$ cat src/rtl/downcount_timer.sv
// downcount_timer: loadable down counter / timer.
// A loaded value counts down to zero on enabled cycles. One-shot mode parks
// at zero and raises a sticky done flag. Periodic mode reloads the captured
// value so a registered terminal-count pulse repeats every 'reload' enabled
// cycles. Every output comes straight from a register, so no input has a
// combinational path to an output.
module downcount_timer #(
  parameter int WIDTH = 4
) (
  input  logic             clk,
  input  logic             rst,
  input  logic [WIDTH-1:0] in,
  input  logic             load,
  input  logic             en,
  input  logic             mode,
  input  logic             stop,
  output logic [WIDTH-1:0] c,
  output logic             tc,
  output logic             busy,
  output logic             done
);

  localparam logic [WIDTH-1:0] ZERO = '0;
  localparam logic [WIDTH-1:0] ONE  = WIDTH'(1);

  typedef enum logic {
    IDLE = 1'b0,
    RUN  = 1'b1
  } state_t;

  state_t           state, state_next;
  logic [WIDTH-1:0] count, count_next;
  logic [WIDTH-1:0] reload, reload_next;
  logic             mode_q, mode_next;
  logic             tc_q, tc_next;
  logic             done_q, done_next;

  // State and datapath registers; reset is asynchronous and active-low.
  always_ff @(posedge clk or negedge rst) begin
    if (!rst) begin
      state  <= IDLE;
      count  <= ZERO;
      reload <= ZERO;
      mode_q <= 1'b0;
      tc_q   <= 1'b0;
      done_q <= 1'b0;
    end else begin
      state  <= state_next;
      count  <= count_next;
      reload <= reload_next;
      mode_q <= mode_next;
      tc_q   <= tc_next;
      done_q <= done_next;
    end
  end

  // Next-state logic with priority load > stop > count. The decrement is only
  // taken when count >= 2, and count == 1 is the expiry point, so the counter
  // can never underflow or wrap. tc defaults low, which makes it a one-cycle
  // pulse unless another expiry follows immediately (periodic, reload == 1).
  always_comb begin
    state_next  = state;
    count_next  = count;
    reload_next = reload;
    mode_next   = mode_q;
    tc_next     = 1'b0;
    done_next   = done_q;

    if (load) begin
      count_next  = in;
      reload_next = in;
      mode_next   = mode;
      done_next   = 1'b0;
      state_next  = (in != ZERO) ? RUN : IDLE;
    end else if (stop) begin
      state_next = IDLE;
    end else if (state == RUN && en) begin
      if (count > ONE) begin
        count_next = count - ONE;
      end else if (count == ONE) begin
        tc_next = 1'b1;
        if (mode_q) begin
          count_next = reload;
        end else begin
          count_next = ZERO;
          done_next  = 1'b1;
          state_next = IDLE;
        end
      end else begin
        // A zero count while running is unreachable (load of 0 goes to IDLE);
        // fall back to IDLE rather than wrapping.
        state_next = IDLE;
      end
    end
  end

  // Outputs are driven directly from registers.
  always_comb begin
    c    = count;
    tc   = tc_q;
    busy = (state == RUN);
    done = done_q;
  end

endmodule

$ cat config.mk
export PLATFORM = sky130hd
export DESIGN_NAME = downcount_timer
export DESIGN_NICKNAME = d
export VERILOG_FILES = /design/src/rtl/downcount_timer.sv
export SDC_FILE = /design/constraint.sdc
export NUM_CORES = 1
export LEC_CHECK = 0
export CORE_MARGIN = 1
export CORE_UTILIZATION = 50
export DETAILED_ROUTE_END_ITERATION = 8
export PLACE_DENSITY = 0.81
export SYNTH_ARGS = -nofsm -noshare
export SYNTH_HDL_FRONTEND = slang
export SYNTH_SLANG_ARGS = --single-unit
$ cat constraint.sdc
create_clock -name clk -period 4.6 [get_ports clk]
set_clock_uncertainty 0.15 [all_clocks]
set_input_delay 0.92 -clock clk [delete_from_list [all_inputs] [get_ports clk]]
set_output_delay 0.92 -clock clk [all_outputs]
set_load 0.02 [all_outputs]
==> impl_metrics.env, run 1 <==
export IMPL_status="complete, no violations"
export IMPL_power_frac_seq=0.470
export IMPL_syn_avg_cell_area_um2=9.72
export IMPL_finalNetCount=100
export IMPL_clockPowerShare=0.231
export IMPL_slew_headroom=0.618
export IMPL_portBuffers=16
export IMPL_drc=0
export IMPL_first_pass_iters=4
export IMPL_setup_worst_path_class="reg -> out"
export IMPL_syn_nets=81
export IMPL_drtIter0Drc=16
export IMPL_slew_viol_final=0
export IMPL_synth_seq_cells=12
export IMPL_diodes=0
export IMPL_hold_class="reg -> reg"
export IMPL_powerDensity_mw_per_mm2=319
export IMPL_finalHoldViolCount=0
export IMPL_ir_drop_v=0.000201
export IMPL_grt_max_degree=19
export IMPL_fin_ws_ns=2.09
export IMPL_routedWlPerCell_um=15.2
export IMPL_path_delay_family="buffers and inverters"
export IMPL_area_delta_synth_final_pct=28.5
export IMPL_hold_buffers=0
export IMPL_final_common_cell="clkdlybuf4s50_1"
export IMPL_netlist_instances=69
export IMPL_rr_startpoint="c[0]"
export IMPL_cts_setup_buffers=0
export IMPL_cts_reportedPaths_clkPinSlew_ns=0.07
export IMPL_place_ws_ns=1.92
export IMPL_die_y_um=38.6
export IMPL_core_mm2=0.00117
export IMPL_hpwlAfterDp_um=1190
export IMPL_startpoint="c[2]"
export IMPL_crit_chain="clkdlybuf4s50_1"
export IMPL_cts_sinks=12
export IMPL_cts_tree="yes"
export IMPL_rsz0062_at_grt="false"
export IMPL_antenna_found_initial=0
export IMPL_path_buf_inv=1
export IMPL_arrival_ns=1.44
export IMPL_grt_pass1_wl_um=2590
export IMPL_antenna_left=0
export IMPL_combPwrFrac=0.299
export IMPL_yosysWarningCount=0
export IMPL_maxCapViolations=0
export IMPL_setup_tns_ns=0
export IMPL_pin_count=17
export IMPL_fmax_mhz=399
export IMPL_cts_buffers=3
export IMPL_setup_viol=0
export IMPL_switching_share=0.327
export IMPL_initial_utilization=0.573
export IMPL_min_period_over_period=0.545
export IMPL_drive_gt1_frac=0.116
export IMPL_cp_end_kind="primary output"
export IMPL_grt_pass1_vias=559
export IMPL_cts_resized=0
export IMPL_cp_start_kind="flop"
export IMPL_slowest_delay_ns=0.66
export IMPL_crit_path_top_delay_cell="clkdlybuf4s50_1"
export IMPL_ys_types=32
export IMPL_netlist_area_um2=671
export IMPL_min_period_ns=2.51
export IMPL_clk_latency_ns=0.27
export IMPL_power_switching_mw=0.0900
export IMPL_internal_power_mw=0.185
export IMPL_die_area_mm2=0.00149
export IMPL_cts_max_level=1
export IMPL_gp_congestion=0.891
export IMPL_cts_buffer_depth=2
export IMPL_leakage_nw=0.373
export IMPL_worstHoldStart="reload[1]"
export IMPL_critPathMaxFanout=8
export IMPL_die_w_um=38.6
export IMPL_final_cell_mix="clkdlybuf4s50_1 (16), dfrtp_1 (12), inv_1 (8), nand2_1 (8)"
export IMPL_grt_overflow=0
export IMPL_tightest_slew_ns=0.571
export IMPL_fp_row_count=12
export IMPL_grtUsageTotal=0.259
export IMPL_yosysSeqAreaShare=0.448
export IMPL_routed_via_density=6.28
export IMPL_clock_root_buffer="clkbuf_4"
export IMPL_drt_wl_total_um=1520
export IMPL_worstPathRequired_ns=3.53
export IMPL_vias=628
-- flip-flops by register name, summed over array words and instances (netlist names) --
register and cells:
busy 1, done 1, tc 1, mode_q 1, reload 4, c 4
-- area by class of cell --
cell class | count | area [um2]
flip-flops and latches | 12 | 300
inverters | 8 | 30.0
fillers | 97 | 309
multi-input cells | 47 | 332
clock buffers | 3 | 22.5
well taps | 14 | 17.5
repair buffers | 16 | 160
-- power groups by stage --
stage               clock network [mW]  registers [mW]  logic, mW
floorplan                            0           0.136     0.0416
global placement                     0           0.131     0.0804
finish                          0.0636           0.129     0.0822
detailed placement                   0           0.132     0.0815
CTS                             0.0643           0.129     0.0821
global route                    0.0699           0.132     0.0907
-- stage by stage --
step / util / hold WS, ns / std cells / total power, mW / area (um2)
after floorplan: - / 0.331 / 69 / 0.178 / 671
after global placement: 0.717 / 0.363 / 97 / 0.211 / 840
after detailed placement: 0.717 / 0.357 / 97 / 0.213 / 840
after CTS: 0.736 / 0.374 / 100 / 0.276 / 862
after global routing: 0.736 / 0.385 / 100 / 0.292 / 862
final: 0.736 / 0.371 / 100 / 0.275 / 862
-- cell families (layout without fill, tap and decap cells) --
kind of cell	Yosys count	count (layout)	synth area share
buffers and inverters	10	27	0.0578
and+or+nand+nor	23	23	0.194
muxes	1	1	0.0168
DFF	12	12	0.448
AOI/OAI and AO/OA	21	21	0.246
adders and majority gates	2	2	0.0373
-- cell usage after synthesis --
cell type | count | share of area
o41ai_2 | 1 | 0.024
o311ai_2 | 1 | 0.024
and3b_2 | 1 | 0.015
a32oi_1 | 1 | 0.013
nor2_2 | 1 | 0.0093
and2_4 | 1 | 0.013
clkbuf_1 | 1 | 0.0056
o211ai_1 | 2 | 0.022
nand2_1 | 8 | 0.045
o32a_1 | 1 | 0.015
o31ai_1 | 1 | 0.011
a21o_1 | 1 | 0.011
o21ai_0 | 4 | 0.030
mux2_2 | 1 | 0.017
nor3_1 | 1 | 0.0075
or2_4 | 1 | 0.013
nor2b_1 | 1 | 0.0093
dfrtp_1 | 12 | 0.45
nor4_1 | 1 | 0.0093
nand4_1 | 4 | 0.037
or3_1 | 1 | 0.0093
a21oi_1 | 3 | 0.022
a22o_1 | 2 | 0.026
nand3_1 | 1 | 0.0075
inv_1 | 8 | 0.045
a211oi_1 | 1 | 0.011
buf_2 | 1 | 0.0075
nor2_1 | 1 | 0.0056
and4_1 | 1 | 0.013
a31oi_1 | 2 | 0.019
ha_1 | 2 | 0.037
o41a_1 | 1 | 0.017
-- layer usage --
metal / up-vias / share of wire / GRT usage
met2: 33 / 0.49 / 0.417
met4: 0 / 0.015 / 0.103
li1: 293 / - / -
met1: 298 / 0.44 / 0.348
met5: - / 0 / 0
met3: 4 / 0.054 / 0.0347
-- path summary, 6_finish.rpt --
kind	to	slack, ns	cells past startpoint
worst max-delay path	c[2]	2.09	1
worst min-delay path	reload[1]	0.37	1
worst max register to register	c[1]	2.67	6
worst min register to register	reload[1]	0.37	1
max in group asynchronous	reload[0]	3.11	1
min in group asynchronous	done	0.84	1
(Power assumes the default switching activity.)
==> run 2: changes to the inputs <==
Settings changed: CORE_UTILIZATION 50 to 46, PLACE_DENSITY 0.81 to 0.76.
Clock period 4.6 ns to 2.4 ns, I/O delays scaled along.
==> run 2 against run 1 <==
Effect of this change:
- total power is 110% higher
- clock power grew to 2.6 times the previous value
- non-clock buffer count is 2 higher
- first-iteration DRC count is 63% higher
- sequential power is 91% higher
- sequential share of layout area is 1.2 points lower
- register-to-register slack worse by 2.2 ns
- count of clock-buffer cells in the layout is 1 higher
- sequential cell count stayed put
- wire length hardly changed
- critical path type unchanged
- largest cell class unchanged
==> impl_metrics.env, run 2 (synthesis results as in run 1) <==
export IMPL_cts_max_level=1
export IMPL_arrival_ns=1.44
export IMPL_ir_drop_v=0.000401
export IMPL_maxCapViolations=0
export IMPL_tightest_slew_ns=0.523
export IMPL_die_w_um=40.2
export IMPL_gp_congestion=0.842
export IMPL_clk_latency_ns=0.27
export IMPL_dpl_cell_area_um2=856
export IMPL_rsz0062_at_grt="false"
export IMPL_drtIter0Drc=26
export IMPL_grt_pass1_wl_um=2350
export IMPL_cts_buffer_depth=2
export IMPL_setup_worst_path_class="reg -> out"
export IMPL_crit_chain="clkdlybuf4s50_1"
export IMPL_fp_row_count=13
export IMPL_portBuffers=16
export IMPL_pin_count=17
export IMPL_cts_setup_buffers=0
export IMPL_finalNetCount=102
export IMPL_cts_buffers=3
export IMPL_cts_sinks=12
export IMPL_hold_class="reg -> reg"
export IMPL_hold_buffers=0
export IMPL_cp_start_kind="flop"
export IMPL_hpwlAfterDp_um=1130
export IMPL_path_delay_family="buffers and inverters"
export IMPL_initial_utilization=0.503
export IMPL_critPathMaxFanout=8
export IMPL_worstPathRequired_ns=1.77
export IMPL_fmax_mhz=484
export IMPL_crit_path_top_delay_cell="clkdlybuf4s50_1"
export IMPL_setup_viol=0
export IMPL_grt_overflow=0
export IMPL_drc=0
export IMPL_slew_viol_final=0
export IMPL_drt_wl_total_um=1520
export IMPL_grt_max_degree=13
export IMPL_finalHoldViolCount=0
export IMPL_cts_resized=0
export IMPL_routedWlPerCell_um=14.6
export IMPL_ff2ff_setup_slack_ns=0.46
export IMPL_status="complete, no violations"
export IMPL_grt_pass1_vias=520
export IMPL_die_y_um=40.2
export IMPL_routed_via_density=5.87
export IMPL_min_period_over_period=0.861
export IMPL_setup_tns_ns=0
export IMPL_antenna_left=0
export IMPL_path_buf_inv=1
export IMPL_area_delta_synth_final_pct=33.0
export IMPL_power_total_mw=0.570
export IMPL_vias=610
export IMPL_antenna_found_initial=0
export IMPL_cts_reportedPaths_clkPinSlew_ns=0.08
export IMPL_slew_headroom=0.650
export IMPL_min_period_ns=2.07
export IMPL_grtUsageTotal=0.229
export IMPL_die_area_mm2=0.00161
export IMPL_first_pass_iters=4
export IMPL_powerDensity_mw_per_mm2=639
export IMPL_fillers=119
export IMPL_fin_ws_ns=0.333
export IMPL_cp_end_kind="primary output"
export IMPL_cts_tree="yes"
export IMPL_stdcell_area_um2=892
export IMPL_leakage_nw=0.390
export IMPL_core_mm2=0.00133
export IMPL_slowest_delay_ns=0.66
export IMPL_final_common_cell="clkdlybuf4s50_1"
export IMPL_drive_gt1_frac=0.146
export IMPL_place_ws_ns=0.358
export IMPL_final_cell_mix="clkdlybuf4s50_1 (16), dfrtp_1 (12), inv_1 (8), nand2_1 (8)"
export IMPL_diodes=0
export IMPL_clock_root_buffer="clkbuf_4"
[run 2: cell count changes in the layout (fill, tap and decap cells not counted), sizes merged]
cell / previous run / this run
clkbuf: 3 / 4
buf: 0 / 2
[run 2: cell type report]
| type | instances | area (um2) | area share |
|---|---|---|---|
| multi-input cells | 47 | 332 | 0.372 |
| clock buffers | 4 | 36.3 | 0.0407 |
| repair buffers | 18 | 175 | 0.196 |
| well taps | 15 | 18.8 | 0.0210 |
| inverters | 8 | 30.0 | 0.0337 |
| flip-flops and latches | 12 | 300 | 0.337 |
[run 2: worst paths after layout]
kind                       start        end  depth (start not counted)
max                         c[3]       c[3]                          1
min                         done       done                          1
max reg2reg                 c[0]       c[1]                          6
min reg2reg                 done       done                          1
max in group asynchronous    rst  reload[0]                          1
min in group asynchronous    rst       c[2]                          1
[run 2: layer usage]
| layer | wire length, um | up-vias | track usage |
|---|---|---|---|
| li1 | - | 298 | - |
| met1 | 733 | 280 | 0.305 |
| met2 | 681 | 27 | 0.355 |
| met3 | 66 | 5 | 0.0333 |
| met4 | 34 | 0 | 0.125 |
| met5 | 0 | - | 0 |
[run 2: through the flow]
step / hold slack, ns / utilization / instances
finish: 0.377 / 0.669 / 104
global route: 0.386 / 0.669 / 104
CTS: 0.378 / 0.669 / 104
detailed placement: 0.348 / 0.642 / 100
global placement: 0.349 / 0.642 / 100
floorplan: 0.0344 / - / 69
[run 2: power by group]
part           switching [mW]  internal, mW  total, mW
registers              0.0256         0.222      0.247
logic                  0.0827        0.0770      0.160
clock network          0.0704        0.0923      0.163
total                   0.179         0.391      0.570
==> run 3: changes to the inputs <==
Settings changed: SLEW_MARGIN from default to 10.
==> results of run 3 <==
The final DEF is identical to that of run 2; final timing and power are the same.
==> patch: new RTL, config.mk and constraints of run 2 <==
Put a register stage on the output `c`, with the module's reset. The value now appears one clock later. The other outputs are not delayed to match.
--- a/src/rtl/downcount_timer.sv
+++ b/src/rtl/downcount_timer.sv
@@ -29,2 +29,4 @@
   } state_t;
+
+  logic [WIDTH-1:0] c_d;
 
@@ -98,3 +100,3 @@
   always_comb begin
-    c    = count;
+    c_d  = count;
     tc   = tc_q;
@@ -104,2 +106,10 @@
 
+  always_ff @(posedge clk or negedge rst) begin
+    if (!rst) begin
+      c <= '0;
+    end else begin
+      c <= c_d;
+    end
+  end
+
 endmodule
Behaviour: not the same (Yosys sat finds a counterexample within 4 cycles, from zero or initial values and one cycle with rst low).
==> patch against run 2 <==
Power increased by 4.3%. Synthesized area up 14%. Worst setup slack worse by 0.11 ns. Sequential cell count grew 4. Final cell count up 0.96%. Routed wire length is 0.20% higher. Synthesized cell count up 5.8%. Design area grew 7.3%. Largest power group unchanged. Highest routed layer unchanged.
==> patch: results (changes against run 2) <==
area_growth_pct: 25.4  # was 33.0%
drtIter0Drc: 18  # was 26
vias: 620  # was 610
arrival_ns: 2.21  # was 1.44 ns
crit_family: "simple AND/OR/NAND/NOR gates"  # was buffers and inverters
dr.pass1.iters: 4  # unchanged
synth_common_cells: "dfrtp_1 (16), inv_1 (8), nand2_1 (5), o21ai_0 (4)"  # was dfrtp_1 (12), inv_1 (8), nand2_1 (8), nand4_1 (4), o21ai_0 (4)
ys_top_cells_by_area: "dfrtp_1 (52%), inv_1 (3.9%), o2111ai_1 (3.4%)"  # was dfrtp_1 (45%), inv_1 (4.5%), nand2_1 (4.5%)
synth_cells: 73  # was 69
final_net_count: 103  # was 102
ys_seq_area_share_pct: 52.5  # was 44.8%
hold_start: "c_d[1]"  # was done
critPathSlowestCell: "dfrtp_1"  # was clkdlybuf4s50_1
p_comb_mw: 0.136  # was 0.160 mW
crit_path_max_incr_delay_ns: 0.45  # was 0.66 ns
p_leak_nw: 0.404  # was 0.390 nW
grt_overflow_total: 0  # unchanged
antenna_cells: 0  # unchanged
pg_seq_mw: 0.318  # was 0.247 mW
switching_share_pct: 29.5  # was 31.4%
grt_pass1_vias: 592  # was 520
hpwl_mm: 1.10  # was 1.13 mm
synth_fp_nets: 85  # was 81
critical_path_peak_fanout: 7  # was 8
hold_buffers: 0  # unchanged
hp-class: "flop to flop"  # unchanged
vdd_drop_max_v: 0.000375  # was 0.000401 V
cp-startpoint: "c_d[0]"  # was c[3]
tightest_slew_ns: 0.696  # was 0.523 ns
outcome: "complete, no violations"  # unchanged
grt_max_degree: 20  # was 13
yosysWarnings: 0  # unchanged
ys_types: 31  # was 32
drive_above_1_share_pct: 7.87  # was 14.6%
avgRoutedWirePerCell_um: 14.5  # was 14.6 um
track_usage_pct: 21.2  # was 22.9%
htree_levels: 1  # unchanged
routabilityCongestion: 0.859  # was 0.842
finalNonFillerCells: 105  # was 104
n_fill_cell: 131  # was 119
dp_slack_ns: 0.220  # was 0.358 ns
clock_latency_ns: 0.28
grt_first_pass_wirelength_mm: 2.81  # was 2.35 mm
-- patch: metrics by stage --
stage               util (%)  total power, mW  cell area (um2)
global placement        61.3            0.455              935
global route            62.8            0.627              957
detailed placement      61.3            0.459              935
floorplan                  -            0.399              763
finish                  62.8            0.594              957
CTS                     62.8            0.597              957
-- patch: path summary, 6_finish.rpt --
check	end	slack, ns	cells after the start
max	c_d[0]	0.22	6
min	c[1]	0.29	0
max reg2reg	c_d[0]	0.22	6
min reg2reg	c[1]	0.29	0
max in group asynchronous	reload[3]	1.20	1
min in group asynchronous	c_d[2]	0.46	1
-- patch: worst reg2reg max path, cell delays in order (launching register included) --
cell and delay (ns):
dfrtp_1 0.45, inv_1 0.08, ha_1 0.27, or3b_1 0.42, o21ba_4 0.23, or2_0 0.20, a32o_1 0.26
-- patch: final cells by class --
type	instances	share of cell area (%)
flip-flops and latches	16	41.8
clock buffers	3	2.35
inverters	8	3.14
multi-input cells	45	33.1
well taps	16	2.09
repair buffers	17	17.5
-- patch: logic make-up (layout without fill, tap and decap cells) --
| kind of cell | count (synthesis) | count (layout) | share of synthesized area (%) |
|---|---|---|---|
| xor gates and xnor gates | 1 | 1 | 1.15 |
| buffers and inverters | 12 | 28 | 6.06 |
| and+or+nand+nor | 18 | 18 | 12.3 |
| DFF | 16 | 16 | 52.5 |
| muxes | 2 | 2 | 2.95 |
| adders and majority gates | 2 | 2 | 3.28 |
| AOI/OAI and AO/OA | 22 | 22 | 21.8 |
-- patch: per-layer routing --
metal  vias up  part of all wire (%)  GRT usage (%)
li1        294                     -              -
met1       294                    47           29.6
met2        28                    45           30.6
met3         4                   5.7           3.40
met4         0                   2.6           13.1
met5         -                     0              0
